===== src/rtl/pc_parser_mw_pkg.sv =====
// pc_parser_mw shared package: route-code ranges,
// assembly sizing helper and FSM state type.
package pc_parser_mw_pkg;

  localparam logic [7:0] NOP_CODE = 8'hFF;

  typedef enum logic {
    S_IDLE,
    S_ASSEMBLE
  } state_e;

  function automatic int leaf_base();
    return 0;
  endfunction

  function automatic int reg_base(int nleaf);
    return leaf_base() + nleaf;
  endfunction

  function automatic int chan_base(int nleaf, int nreg);
    return reg_base(nleaf) + nreg;
  endfunction

  function automatic int words_per_bd(int nbd, int nchunk);
    return (nbd + nchunk - 1) / nchunk;
  endfunction

endpackage


===== src/rtl/pc_parser_mw_if.sv =====
// Handshake bundle between host link, BD encoder
// and config channels of pc_parser_mw.
interface pc_parser_mw_if #(
  parameter int NPCin     = 32,
  parameter int NBDdata   = 40,
  parameter int Nleafcode = 6,
  parameter int Nconf     = 16,
  parameter int Nchan     = 4
);

  logic [NPCin-1:0]            PC_in_d;
  logic                        PC_in_v;
  logic                        PC_in_a;

  logic [Nleafcode-1:0]        BD_out_leaf_code;
  logic [NBDdata-1:0]          BD_out_payload;
  logic                        BD_out_v;
  logic                        BD_out_a;

  logic [Nchan-1:0][Nconf-1:0] conf_chan_d;
  logic [Nchan-1:0]            conf_chan_v;
  logic [Nchan-1:0]            conf_chan_a;

  modport slave (
    input  PC_in_d, PC_in_v,
    output PC_in_a,
    output BD_out_leaf_code, BD_out_payload,
    output BD_out_v,
    input  BD_out_a,
    output conf_chan_d, conf_chan_v,
    input  conf_chan_a
  );

  modport master (
    output PC_in_d, PC_in_v,
    input  PC_in_a,
    input  BD_out_leaf_code, BD_out_payload,
    input  BD_out_v,
    output BD_out_a,
    input  conf_chan_d, conf_chan_v,
    output conf_chan_a
  );

endinterface


===== src/rtl/out_slot.sv =====
// One-entry valid/ack holding register; a load may
// land in the same cycle the held entry drains.
module out_slot #(
  parameter int W = 8
) (
  input  logic         clk,
  input  logic         reset,
  input  logic         ld,
  input  logic [W-1:0] ld_d,
  input  logic         a,
  output logic         v,
  output logic [W-1:0] d,
  output logic         can_load
);

  assign can_load = !v || a;

  always_ff @(posedge clk) begin
    if (reset) begin
      v <= 1'b0;
      d <= '0;
    end else if (ld) begin
      v <= 1'b1;
      d <= ld_d;
    end else if (a) begin
      v <= 1'b0;
    end
  end

endmodule


===== src/rtl/pc_parser_mw.sv =====
// Host-word parser: multi-chunk BD assembly, config
// register writes and config-channel token pushes.
module pc_parser_mw
  import pc_parser_mw_pkg::*;
#(
  parameter int NPCin     = 32,
  parameter int NBDdata   = 40,
  parameter int Nleaf     = 16,
  parameter int Nleafcode = 6,
  parameter int Nconf     = 16,
  parameter int Nreg      = 8,
  parameter int Nchan     = 4
) (
  input  logic                       clk,
  input  logic                       reset,
  pc_parser_mw_if.slave              bus,
  input  logic [Nreg-1:0][Nconf-1:0] conf_reg_reset_vals,
  output logic [Nreg-1:0][Nconf-1:0] conf_reg_out,
  output logic [15:0]                err_count
);

  localparam int Nchunk = NPCin - 8;
  localparam int NW     = words_per_bd(NBDdata, Nchunk);
  localparam int IW     = (NW > 1) ? $clog2(NW) : 1;
  localparam int REG_BI = reg_base(Nleaf);
  localparam int CH_BI  = chan_base(Nleaf, Nreg);
  localparam int BDW    = Nleafcode + NBDdata;

  localparam logic [7:0] REG_B = 8'(REG_BI);
  localparam logic [7:0] CH_B  = 8'(CH_BI);
  localparam logic [7:0] CH_E  = 8'(CH_BI + Nchan);
  localparam logic [IW-1:0] LAST = IW'(NW - 1);

  logic [7:0]        code;
  logic [Nchunk-1:0] chunk;
  logic is_leaf, is_reg, is_chan, is_ill;
  logic fire, blocked, same, bd_need;

  state_e             state, state_n;
  logic [7:0]         cur, cur_n;
  logic [IW-1:0]      idx, idx_n;
  logic [NBDdata-1:0] acc, acc_n;
  logic               err_inc;

  logic           bd_ld, bd_can;
  logic [BDW-1:0] bd_ld_d, bd_d;

  logic [Nchan-1:0] ch_sel, ch_ld;
  logic             ch_can [Nchan];
  logic             ch_v   [Nchan];
  logic [Nconf-1:0] ch_d   [Nchan];

  assign code  = bus.PC_in_d[NPCin-1 -: 8];
  assign chunk = bus.PC_in_d[Nchunk-1:0];

  always_comb begin : classify
    is_leaf = code < REG_B;
    is_reg  = (code >= REG_B) && (code < CH_B);
    is_chan = (code >= CH_B) && (code < CH_E);
    is_ill  = !is_leaf && !is_reg && !is_chan
              && (code != NOP_CODE);
  end

  // Does this word complete a BD payload?
  always_comb begin : finality
    same = (state == S_ASSEMBLE) && (code == cur);
    if (same) bd_need = is_leaf && (idx == LAST);
    else      bd_need = is_leaf && (NW == 1);
  end

  always_comb begin : route
    blocked = bd_need && !bd_can;
    for (int c = 0; c < Nchan; c++) begin
      ch_sel[c] = is_chan && (code == 8'(CH_BI + c));
      if (ch_sel[c] && !ch_can[c]) blocked = 1'b1;
    end
  end

  assign bus.PC_in_a = !blocked;
  assign fire        = bus.PC_in_v && !blocked;
  assign ch_ld       = fire ? ch_sel : '0;

  always_comb begin : fsm_next
    state_n = state;
    cur_n   = cur;
    idx_n   = idx;
    acc_n   = acc;
    err_inc = 1'b0;
    bd_ld   = 1'b0;
    if (fire && is_leaf) begin
      // A different leaf aborts and restarts assembly
      if (!same) begin
        err_inc = (state == S_ASSEMBLE);
        acc_n   = '0;
        idx_n   = '0;
      end
      for (int i = 0; i < NBDdata; i++)
        if (i / Nchunk == int'(idx_n))
          acc_n[i] = chunk[i % Nchunk];
      if (bd_need) begin
        bd_ld   = 1'b1;
        state_n = S_IDLE;
        idx_n   = '0;
      end else begin
        state_n = S_ASSEMBLE;
        cur_n   = code;
        idx_n   = idx_n + 1'b1;
      end
    end
    if (fire && is_ill) err_inc = 1'b1;
    bd_ld_d = {code[Nleafcode-1:0], acc_n};
  end

  always_ff @(posedge clk) begin
    if (reset) begin
      state     <= S_IDLE;
      cur       <= '0;
      idx       <= '0;
      acc       <= '0;
      err_count <= '0;
    end else begin
      state <= state_n;
      cur   <= cur_n;
      idx   <= idx_n;
      acc   <= acc_n;
      if (err_inc && err_count != 16'hFFFF)
        err_count <= err_count + 16'd1;
    end
  end

  always_ff @(posedge clk) begin
    if (reset) begin
      conf_reg_out <= conf_reg_reset_vals;
    end else if (fire && is_reg) begin
      for (int r = 0; r < Nreg; r++)
        if (code == 8'(REG_BI + r))
          conf_reg_out[r] <= chunk[Nconf-1:0];
    end
  end

  out_slot #(.W(BDW)) u_bd_slot (
    .clk      (clk),
    .reset    (reset),
    .ld       (bd_ld),
    .ld_d     (bd_ld_d),
    .a        (bus.BD_out_a),
    .v        (bus.BD_out_v),
    .d        (bd_d),
    .can_load (bd_can)
  );

  assign bus.BD_out_leaf_code = bd_d[BDW-1 -: Nleafcode];
  assign bus.BD_out_payload   = bd_d[NBDdata-1:0];

  for (genvar c = 0; c < Nchan; c++) begin : g_chan
    out_slot #(.W(Nconf)) u_ch_slot (
      .clk      (clk),
      .reset    (reset),
      .ld       (ch_ld[c]),
      .ld_d     (chunk[Nconf-1:0]),
      .a        (bus.conf_chan_a[c]),
      .v        (ch_v[c]),
      .d        (ch_d[c]),
      .can_load (ch_can[c])
    );
  end

  always_comb begin : chan_out
    for (int c = 0; c < Nchan; c++) begin
      bus.conf_chan_v[c] = ch_v[c];
      bus.conf_chan_d[c] = ch_d[c];
    end
  end

endmodule


===== src/flat_wrapper.sv =====
// flat-port wrapper written by rule: the top's interface ports become plain ports
module pc_parser_mw_flat import pc_parser_mw_pkg::*;
#(
  parameter int NPCin     = 32,
  parameter int NBDdata   = 40,
  parameter int Nleaf     = 16,
  parameter int Nleafcode = 6,
  parameter int Nconf     = 16,
  parameter int Nreg      = 8,
  parameter int Nchan     = 4
)
  (clk, reset, conf_reg_reset_vals, conf_reg_out, err_count, bus_PC_in_d, bus_PC_in_v, bus_PC_in_a, bus_BD_out_leaf_code, bus_BD_out_payload, bus_BD_out_v, bus_BD_out_a, bus_conf_chan_d, bus_conf_chan_v, bus_conf_chan_a);
  pc_parser_mw_if #(.NPCin(NPCin), .NBDdata(NBDdata), .Nleafcode(Nleafcode), .Nconf(Nconf), .Nchan(Nchan)) bus_i ();
  input  logic clk;
  input  logic reset;
  input  logic [Nreg-1:0][Nconf-1:0] conf_reg_reset_vals;
  output logic [Nreg-1:0][Nconf-1:0] conf_reg_out;
  output logic [15:0] err_count;
  input wire logic [$bits(bus_i.PC_in_d)-1:0] bus_PC_in_d;
  input wire logic [$bits(bus_i.PC_in_v)-1:0] bus_PC_in_v;
  output wire logic [$bits(bus_i.PC_in_a)-1:0] bus_PC_in_a;
  output wire logic [$bits(bus_i.BD_out_leaf_code)-1:0] bus_BD_out_leaf_code;
  output wire logic [$bits(bus_i.BD_out_payload)-1:0] bus_BD_out_payload;
  output wire logic [$bits(bus_i.BD_out_v)-1:0] bus_BD_out_v;
  input wire logic [$bits(bus_i.BD_out_a)-1:0] bus_BD_out_a;
  output wire logic [$bits(bus_i.conf_chan_d)-1:0] bus_conf_chan_d;
  output wire logic [$bits(bus_i.conf_chan_v)-1:0] bus_conf_chan_v;
  input wire logic [$bits(bus_i.conf_chan_a)-1:0] bus_conf_chan_a;
  assign bus_i.PC_in_d = bus_PC_in_d;
  assign bus_i.PC_in_v = bus_PC_in_v;
  assign bus_PC_in_a = bus_i.PC_in_a;
  assign bus_BD_out_leaf_code = bus_i.BD_out_leaf_code;
  assign bus_BD_out_payload = bus_i.BD_out_payload;
  assign bus_BD_out_v = bus_i.BD_out_v;
  assign bus_i.BD_out_a = bus_BD_out_a;
  assign bus_conf_chan_d = bus_i.conf_chan_d;
  assign bus_conf_chan_v = bus_i.conf_chan_v;
  assign bus_i.conf_chan_a = bus_conf_chan_a;
  pc_parser_mw #(.NPCin(NPCin), .NBDdata(NBDdata), .Nleaf(Nleaf), .Nleafcode(Nleafcode), .Nconf(Nconf), .Nreg(Nreg), .Nchan(Nchan)) u_core (.clk(clk), .reset(reset), .bus(bus_i), .conf_reg_reset_vals(conf_reg_reset_vals), .conf_reg_out(conf_reg_out), .err_count(err_count));
endmodule

===== config.mk =====
export PLATFORM = sky130hd
export DESIGN_NAME = pc_parser_mw_flat
export DESIGN_NICKNAME = d
export VERILOG_FILES = /design/src/rtl/pc_parser_mw_pkg.sv /design/src/rtl/pc_parser_mw_if.sv /design/src/rtl/out_slot.sv /design/src/rtl/pc_parser_mw.sv /design/src/flat_wrapper.sv
export SDC_FILE = /design/constraint.sdc
export NUM_CORES = 1
export LEC_CHECK = 0
export CAP_MARGIN = 20
export CORE_UTILIZATION = 25
export DETAILED_ROUTE_END_ITERATION = 10
export MAX_ROUTING_LAYER = met4
export PLACE_DENSITY_LB_ADDON = 0.25
export SLEW_MARGIN = 5
export SYNTH_ARGS = -nofsm -noshare
export SYNTH_HDL_FRONTEND = slang
export SYNTH_SLANG_ARGS = --single-unit

===== constraint.sdc =====
create_clock -name clk -period 3.2 [get_ports clk]
set_input_delay 0.64 -clock clk [delete_from_list [all_inputs] [get_ports clk]]
set_output_delay 0.64 -clock clk [all_outputs]
set_load 0.1 [all_outputs]

==> results of run 1 <==
-- layout by cell type (no fill, tap or decap), drive strengths merged, types with 2 or more instances in the layout --
| cell type | instances |
|---|---|
| inv | 3 |
| buf | 296 |
| or4 | 4 |
| nand3 | 6 |
| nand4 | 9 |
| or3 | 9 |
| dfxtp | 165 |
| clkinv | 11 |
| and3 | 9 |
| a21oi | 62 |
| edfxtp | 128 |
| nor3 | 3 |
| a31o | 3 |
| bufinv | 6 |
| xor2 | 2 |
| clkdlybuf4s50 | 166 |
| nand2 | 381 |
| clkinvlp | 2 |
| nand2b | 5 |
| and4 | 2 |
| o21ai | 10 |
| diode | 6 |
| and2 | 3 |
| o31ai | 5 |
| nor2b | 3 |
| o21a | 2 |
| nor2 | 102 |
| clkbuf | 42 |
| xnor2 | 9 |
| mux2i | 93 |
-- power by group through the flow --
stage	clock network (W)	logic [W]	registers [W]
3_5_place_dp	0	0.00203	0.00423
4_1_cts	0.00442	0.00203	0.00415
3_3_place_gp	0	0.00203	0.00422
5_1_grt	0.00455	0.00208	0.00416
2_1_floorplan	0	0.000237	0.00537
6_report	0.00429	0.00202	0.00415
-- cells in the mapped netlist (4+ instances only) --
library cell | instances | area (sq um)
buf_6 | 6 | 67.6
mux2i_1 | 93 | 931
buf_4 | 6 | 45.0
buf_2 | 16 | 80.1
or4_1 | 4 | 30.0
dfxtp_1 | 165 | 3300
o21ai_0 | 9 | 45.0
a21oi_1 | 62 | 310
nand4_1 | 9 | 56.3
nand2_1 | 378 | 1420
nand2b_1 | 5 | 31.3
o31ai_1 | 5 | 37.5
xnor2_1 | 9 | 78.8
or3_1 | 9 | 56.3
nand3_1 | 6 | 30.0
nor2_1 | 102 | 383
edfxtp_1 | 128 | 3840
clkbuf_1 | 50 | 188
and3_1 | 9 | 56.3
-- worst min path at each step --
stage | endpoint | startpoint | slack, ps | cells past startpoint
3_3_place_gp | u_core.u_bd_slot.d[39]$_SDFFE_PP0P_ | u_core.u_bd_slot.d[39]$_SDFFE_PP0P_ | 440 | 2
6_report | u_core.g_chan[1].u_ch_slot.d[0]$_SDFFE_PP0P_ | reset | 410 | 2
4_1_cts | u_core.g_chan[1].u_ch_slot.d[3]$_SDFFE_PP0P_ | reset | 380 | 2
5_1_grt | u_core.g_chan[1].u_ch_slot.d[0]$_SDFFE_PP0P_ | reset | 400 | 2
3_5_place_dp | u_core.u_bd_slot.d[23]$_SDFFE_PP0P_ | u_core.u_bd_slot.d[23]$_SDFFE_PP0P_ | 450 | 2
2_1_floorplan | u_core.u_bd_slot.d[0]$_SDFFE_PP0P_ | u_core.acc[0]$_SDFF_PP0_ | 440 | 2
-- area by class of cell --
class | instances | area [sq um]
fillers | 4416 | 27400
flip-flops and latches | 293 | 7150
repair buffers | 462 | 4040
multi-input cells | 735 | 3790
clock buffers | 42 | 985
well taps | 592 | 741
clock inverters | 20 | 255
diodes | 6 | 15.0
inverters | 2 | 7.51
-- layer usage --
layer / part of all wire / wire length, um
met5: 0 / 0
met4: 0.033 / 1450
met3: 0.077 / 3360
met2: 0.47 / 20300
met1: 0.42 / 18300
-- stage by stage --
step | setup slack (ps) | std cells
after global placement | 164 | 2084
final | 164 | 2152
after floorplan | 87.6 | 1110
after global routing | 96.5 | 2152
after CTS | 151 | 2146
after detailed placement | 151 | 2084
-- sequential cells by signal, summed over array words and instances (netlist names) --
name                       flops
u_core.err_count              16
u_core.state                   1
u_core.g_chan.u_ch_slot.v      4
u_core.conf_reg_out          128
u_core.u_bd_slot.d            46
u_core.g_chan.u_ch_slot.d     64
u_core.cur                     8
u_core.idx                     1
u_core.u_bd_slot.v             1
u_core.acc                    24
-- worst max-delay path, delay by kind of cell --
family	cells	cell delay, ps
buf+inv	2	590
simple gates	2	540
mux	1	520
compound gates	1	90
-- kinds of logic (layout without fill, tap and decap cells) --
| group | Yosys count | count (layout) | share of synthesized area |
|---|---|---|---|
| simple gates | 541 | 541 | 0.195 |
| flops | 293 | 293 | 0.631 |
| mux | 94 | 94 | 0.0842 |
| compound gates | 88 | 88 | 0.0432 |
| buf+inv | 82 | 526 | 0.0364 |
| xor+xnor | 11 | 11 | 0.00851 |
| fa+ha+maj | 1 | 1 | 0.00111 |
| other cells | 0 | 6 | 0 |
==> impl_results.md, run 1 <==
* Final Cycle Share at 0.949
* FF+latch count, synth at 293
* Drt pass-1 iters at 5
* R2R cell count at 6
* Cell area after synthesis at 11,300 sq um
* Top Ports at 428
* H-tree levels at 2
* Leak at 7.60 nW
* Final hold slack at 410 ps
* Critical Path Max Stage Delay at 520 ps
* Hold crit path type: in -> reg
* Initial Utilization at 0.255
* DP Area at 15,700 sq um
* CP startpoint kind: input pin
* Clock root cell: clkbuf_16
* Clk pwr share at 0.411
* Sequential fraction of design power at 0.397
* Met3 GRT Util at 0.0511
* Post-synth EDFFs at 128
* Longest Clk Path Bufs at 3
* F_max at 0.329 GHz
* Gr ovfl total at 0
* Max IR drop VDD at 302 uV
* DIE AREA at 46,100 sq um
* P per Cell Area at 616 nW/um^2
* Postcts setup bufs at 0
* Post-Syn Instances at 1,110
* Non-Filler Cell Area, Final at 17,000 sq um
* CTS tree: built
* Final slew viol count at 0
* Unrepaired setup endpoints after global routing: false
* Core area at 44,400 sq um
* Layout area overhead at 50.0%
* NumNets Final at 1,699
* Combinational share of power at 0.193
* Asr flop ratio synth at 0
* Max Cap Violations at 0
* Initial antenna violation count at 7
* M2 GR Usage at 0.296
* Int Pwr at 0.00725 W
* Final Hold Violating Endpoints at 0
* Sw frac at 0.307
* Port bufs at 427
* Synth Flop Type: dfxtp_1
* WS Path Type: in -> out
* Final setup fails at 0
* Met1 usage at 0.228
* CP Data Required Time at 2560 ps
* Chip height at 215 um
* Unique cell type count in the Yosys netlist at 46
* Post-Syn Area per Cell at 10.2 sq um
* Rows at 77
* Per-cell routed wire length at 20.2 um
* First-pass GRT wire length at 62,900 um
* DR DRC count at 0
* Core Util, Final at 0.382
* Clock-pin slew on the worst setup and hold paths at 50 ps
* Syn nets at 1,279
* Die W at 215 um
* DRT Wirelength at 43,400 um
* Slowest cell on crit path: mux4_2
* Post-DP HPWL at 31,700 um
* CP max FO at 2
* Worst Setup SP: bus_conf_chan_a[3]
* Total Neg Setup Slack at 0 ps
* Clock skew at 8.86 ps
* Vias in the first global route at 9,335
* Worst EP arrival at 2400 ps
* RR Endpoint: u_core.g_chan[1].u_ch_slot.d[8]$_SDFFE_PP0P_
* Yosys Warn Count at 0
* Largest net degree at the start of global routing at 131
* Reg2reg start: u_core.g_chan[3].u_ch_slot.v$_SDFFE_PP0P_
* Fin crit period at 3040 ps
* Status: finished, final reports clean
* Clock sinks at 293
* GPL Wtd Cong at 0.842
* # resized after CTS at 0
* Cts bufs inserted at 36
* Hold Buf Count CTS at 0
* Slew Limit Headroom at 0.541
* Ratio of cells with drive above 1 in the final layout at 0.237
* Flop-to-flop setup slack at 1070 ps
* Worst-path cell chain: clkdlybuf4s50_1 -> nand2b_1 -> mux4_2 -> nor4_1 -> a31oi_2 -> buf_12
* Clock Latency Late Sink at 530 ps
* Worst-margin pin slew at 687 ps
* Sequential share of the synthesized area at 0.631
* Via-per-instance ratio at 4.45
* GRT busiest layer: met2
* Vias at 9,584
* Total track usage at 0.190
* Worst Setup EP: bus_PC_in_a
* Tot Pwr at 0.0105 W
* Crit path capture type: output pin
* DR iter-0 viols at 622
* Psw at 0.00321 W
* Antenna-violating nets left at 0
Power figures use the tool's default switching activity.
==> run 2, diff against run 1 <==
--- a/config.mk
+++ b/config.mk
@@ -6,7 +6,7 @@
 export NUM_CORES = 1
 export LEC_CHECK = 0
 export CAP_MARGIN = 20
-export CORE_UTILIZATION = 25
+export CORE_UTILIZATION = 40
 export DETAILED_ROUTE_END_ITERATION = 10
 export MAX_ROUTING_LAYER = met4
 export PLACE_DENSITY_LB_ADDON = 0.25
==> run 2 against run 1 <==
- final cell count shrank 11%
- flip-flop and latch count unchanged
- first-iteration DRC count increased by 11%
- die area down 37%
- sequential power about the same
- setup slack worse by 33 ps
- combinational power hardly changed
==> impl_results.md, run 2 (synthesis gave the netlist of run 1 again) <==
* Status: finished, final reports clean
* Reg2reg start: u_core.g_chan[3].u_ch_slot.v$_SDFFE_PP0P_
* Max IR drop VDD at 388 uV (+28%)
* Commonest non-fill, non-tap cells in the layout: nand2_1, buf_4, clkdlybuf4s50_1, dfxtp_1, edfxtp_1
* Worst-margin pin slew at 919 ps (+232 ps)
* Worst EP arrival at 2430 ps (+30 ps)
* Crit path capture type: output pin
* NumNets Final at 1,685 (-0.82%)
* Final setup fails at 0 (unchanged)
* Final Cycle Share at 0.959 (+0.0103)
* Cts bufs inserted at 31 (-14%)
* DRT Wirelength at 37,500 um (-14%)
* CP startpoint kind: input pin
* Initial Utilization at 0.407 (+0.153)
* Initial antenna violation count at 6 (-1)
* Filler cells at 2,409 (-45%)
* Chip height at 170 um (-21%)
* Clock-pin slew on the worst setup and hold paths at 60 ps (about the same)
* Via-per-instance ratio at 4.91 (+10%)
* Clock skew at 8.16 ps (-0.698 ps)
* Hold crit path type: in -> reg
* DIE AREA at 29,000 sq um (-37%)
* Vias in the first global route at 9,017 (-3.4%)
* DR iter-0 viols at 688 (+11%)
* First-pass GRT wire length at 54,100 um (-14%)
* Unrepaired setup endpoints after global routing: false
* Final Hold Violating Endpoints at 0 (unchanged)
* Combinational share of power at 0.200 (+0.007)
* Slew Limit Headroom at 0.387 (-0.153)
* Per-cell routed wire length at 19.5 um (-3.5%)
* CTS tree: built
* Final slew viol count at 0 (unchanged)
* Post-DP HPWL at 26,400 um (-17%)
* DP Area at 15,400 sq um (-2.1%)
* Antenna-violating nets left at 0 (unchanged)
* Top Ports at 428 (unchanged)
* Worst Setup SP: bus_PC_in_d[25]
* CP Data Required Time at 2560 ps (about the same)
* Postcts setup bufs at 0 (unchanged)
* Hold_sp: reset
* Largest net degree at the start of global routing at 206 (+57%)
* Die W at 170 um (-21%)
* DP Worst Slack at 131 ps (-19.9 ps)
* CP max FO at 2 (unchanged)
* Sequential fraction of design power at 0.418 (+0.021)
* Leak at 7.48 nW (-1.5%)
* Total Neg Setup Slack at 0 ps (unchanged)
* Largest regs: u_core.conf_reg_out x128, u_core.g_chan.u_ch_slot.d x64, u_core.u_bd_slot.d x46
* Sw frac at 0.309 (+0.00214)
* Hold Buf Count CTS at 0 (unchanged)
* # resized after CTS at 0 (unchanged)
* WS Path Type: in -> out
* Clk pwr share at 0.382 (-0.029)
* Int Pwr at 0.00686 W (-5.3%)
* Max Cap Violations at 0 (unchanged)
* Rows at 61 (-21%)
* Psw at 0.00307 W (-4.4%)
* Core area at 27,800 sq um (-37%)
* Ratio of cells with drive above 1 in the final layout at 0.229 (-0.00888)
* F_max at 0.326 GHz (-1.1%)
* Worst setup margin at 130 ps (-33.1 ps)
* Clock root cell: clkbuf_16
* Drt pass-1 iters at 5 (unchanged)
* Max FFs per register at 128 (unchanged)
* Longest Clk Path Bufs at 3 (unchanged)
* Most common cell after layout, fill and taps aside: nand2_1
* Layout area overhead at 45.6%
* P per Cell Area at 603 nW/um^2 (-2.2%)
* Clock sinks at 293 (unchanged)
* Total track usage at 0.256 (+0.0662)
* Port bufs at 427 (unchanged)
* GPL Wtd Cong at 0.832 (-1.2%)
* Most flops, register: u_core.conf_reg_out
* DR DRC count at 0 (unchanged)
* Vias at 9,450 (-1.4%)
* Clock Latency Late Sink at 540 ps (about the same)
* H-tree levels at 1 (-1)
* Fin crit period at 3070 ps (+33.1 ps)
* Non-Filler Cell Area, Final at 16,500 sq um (-2.9%)
* Tot Pwr at 0.00993 W (-5.0%)
* Gr ovfl total at 0 (unchanged)
## run 2: final timing paths
path	depth (start not counted)	to	slack [ps]
worst max-delay path	5	bus_PC_in_a	130
worst min register to register	2	u_core.u_bd_slot.d[6]$_SDFFE_PP0P_	450
worst max register to register	6	u_core.g_chan[1].u_ch_slot.d[7]$_SDFFE_PP0P_	1120
worst min-delay path	2	u_core.g_chan[2].u_ch_slot.d[15]$_SDFFE_PP0P_	330
## run 2: through the flow
step,hold WS (ps),util,cells
final,334,0.593,1924
after global routing,319,0.593,1924
after CTS,310,0.593,1918
after detailed placement,446,0.554,1861
after global placement,440,0.554,1861
after floorplan,436,-,1110
## run 2: cell type report
| class | instances | area [sq um] | share of cell area |
|---|---|---|---|
| Antenna cell | 6 | 15.0 | 0.000911 |
| Clock buffer | 36 | 815 | 0.0494 |
| Clock inverter | 21 | 267 | 0.0162 |
| Inverter | 2 | 7.51 | 0.000455 |
| Multi-Input combinational cell | 735 | 3790 | 0.230 |
| Sequential cell | 293 | 7150 | 0.434 |
| Tap cell | 378 | 473 | 0.0287 |
| Timing Repair Buffer | 453 | 3970 | 0.241 |
## run 2: worst max-delay path, cell delays in order
cell and delay [ps]:
clkdlybuf4s50_1 590, mux4_2 590, nor4_1 310, a31oi_2 90
buf_12 200
## run 2: power by group through the flow
stage | sequential [W] | clock (W) | combinational (W)
floorplan | 0.00537 | 0 | 0.000237
global placement | 0.00423 | 0 | 0.00198
detailed placement | 0.00423 | 0 | 0.00199
CTS | 0.00415 | 0.00385 | 0.00199
global route | 0.00416 | 0.00399 | 0.00205
finish | 0.00415 | 0.00380 | 0.00199
## run 2: per-layer routing
metal / up-vias / GRT usage / wire (um)
met3: 72 / 0.0502 / 2760
li1: 4505 / - / -
met1: 4489 / 0.308 / 15100
met2: 384 / 0.429 / 18300
met4: 0 / 0.0889 / 1270
met5: - / - / 0
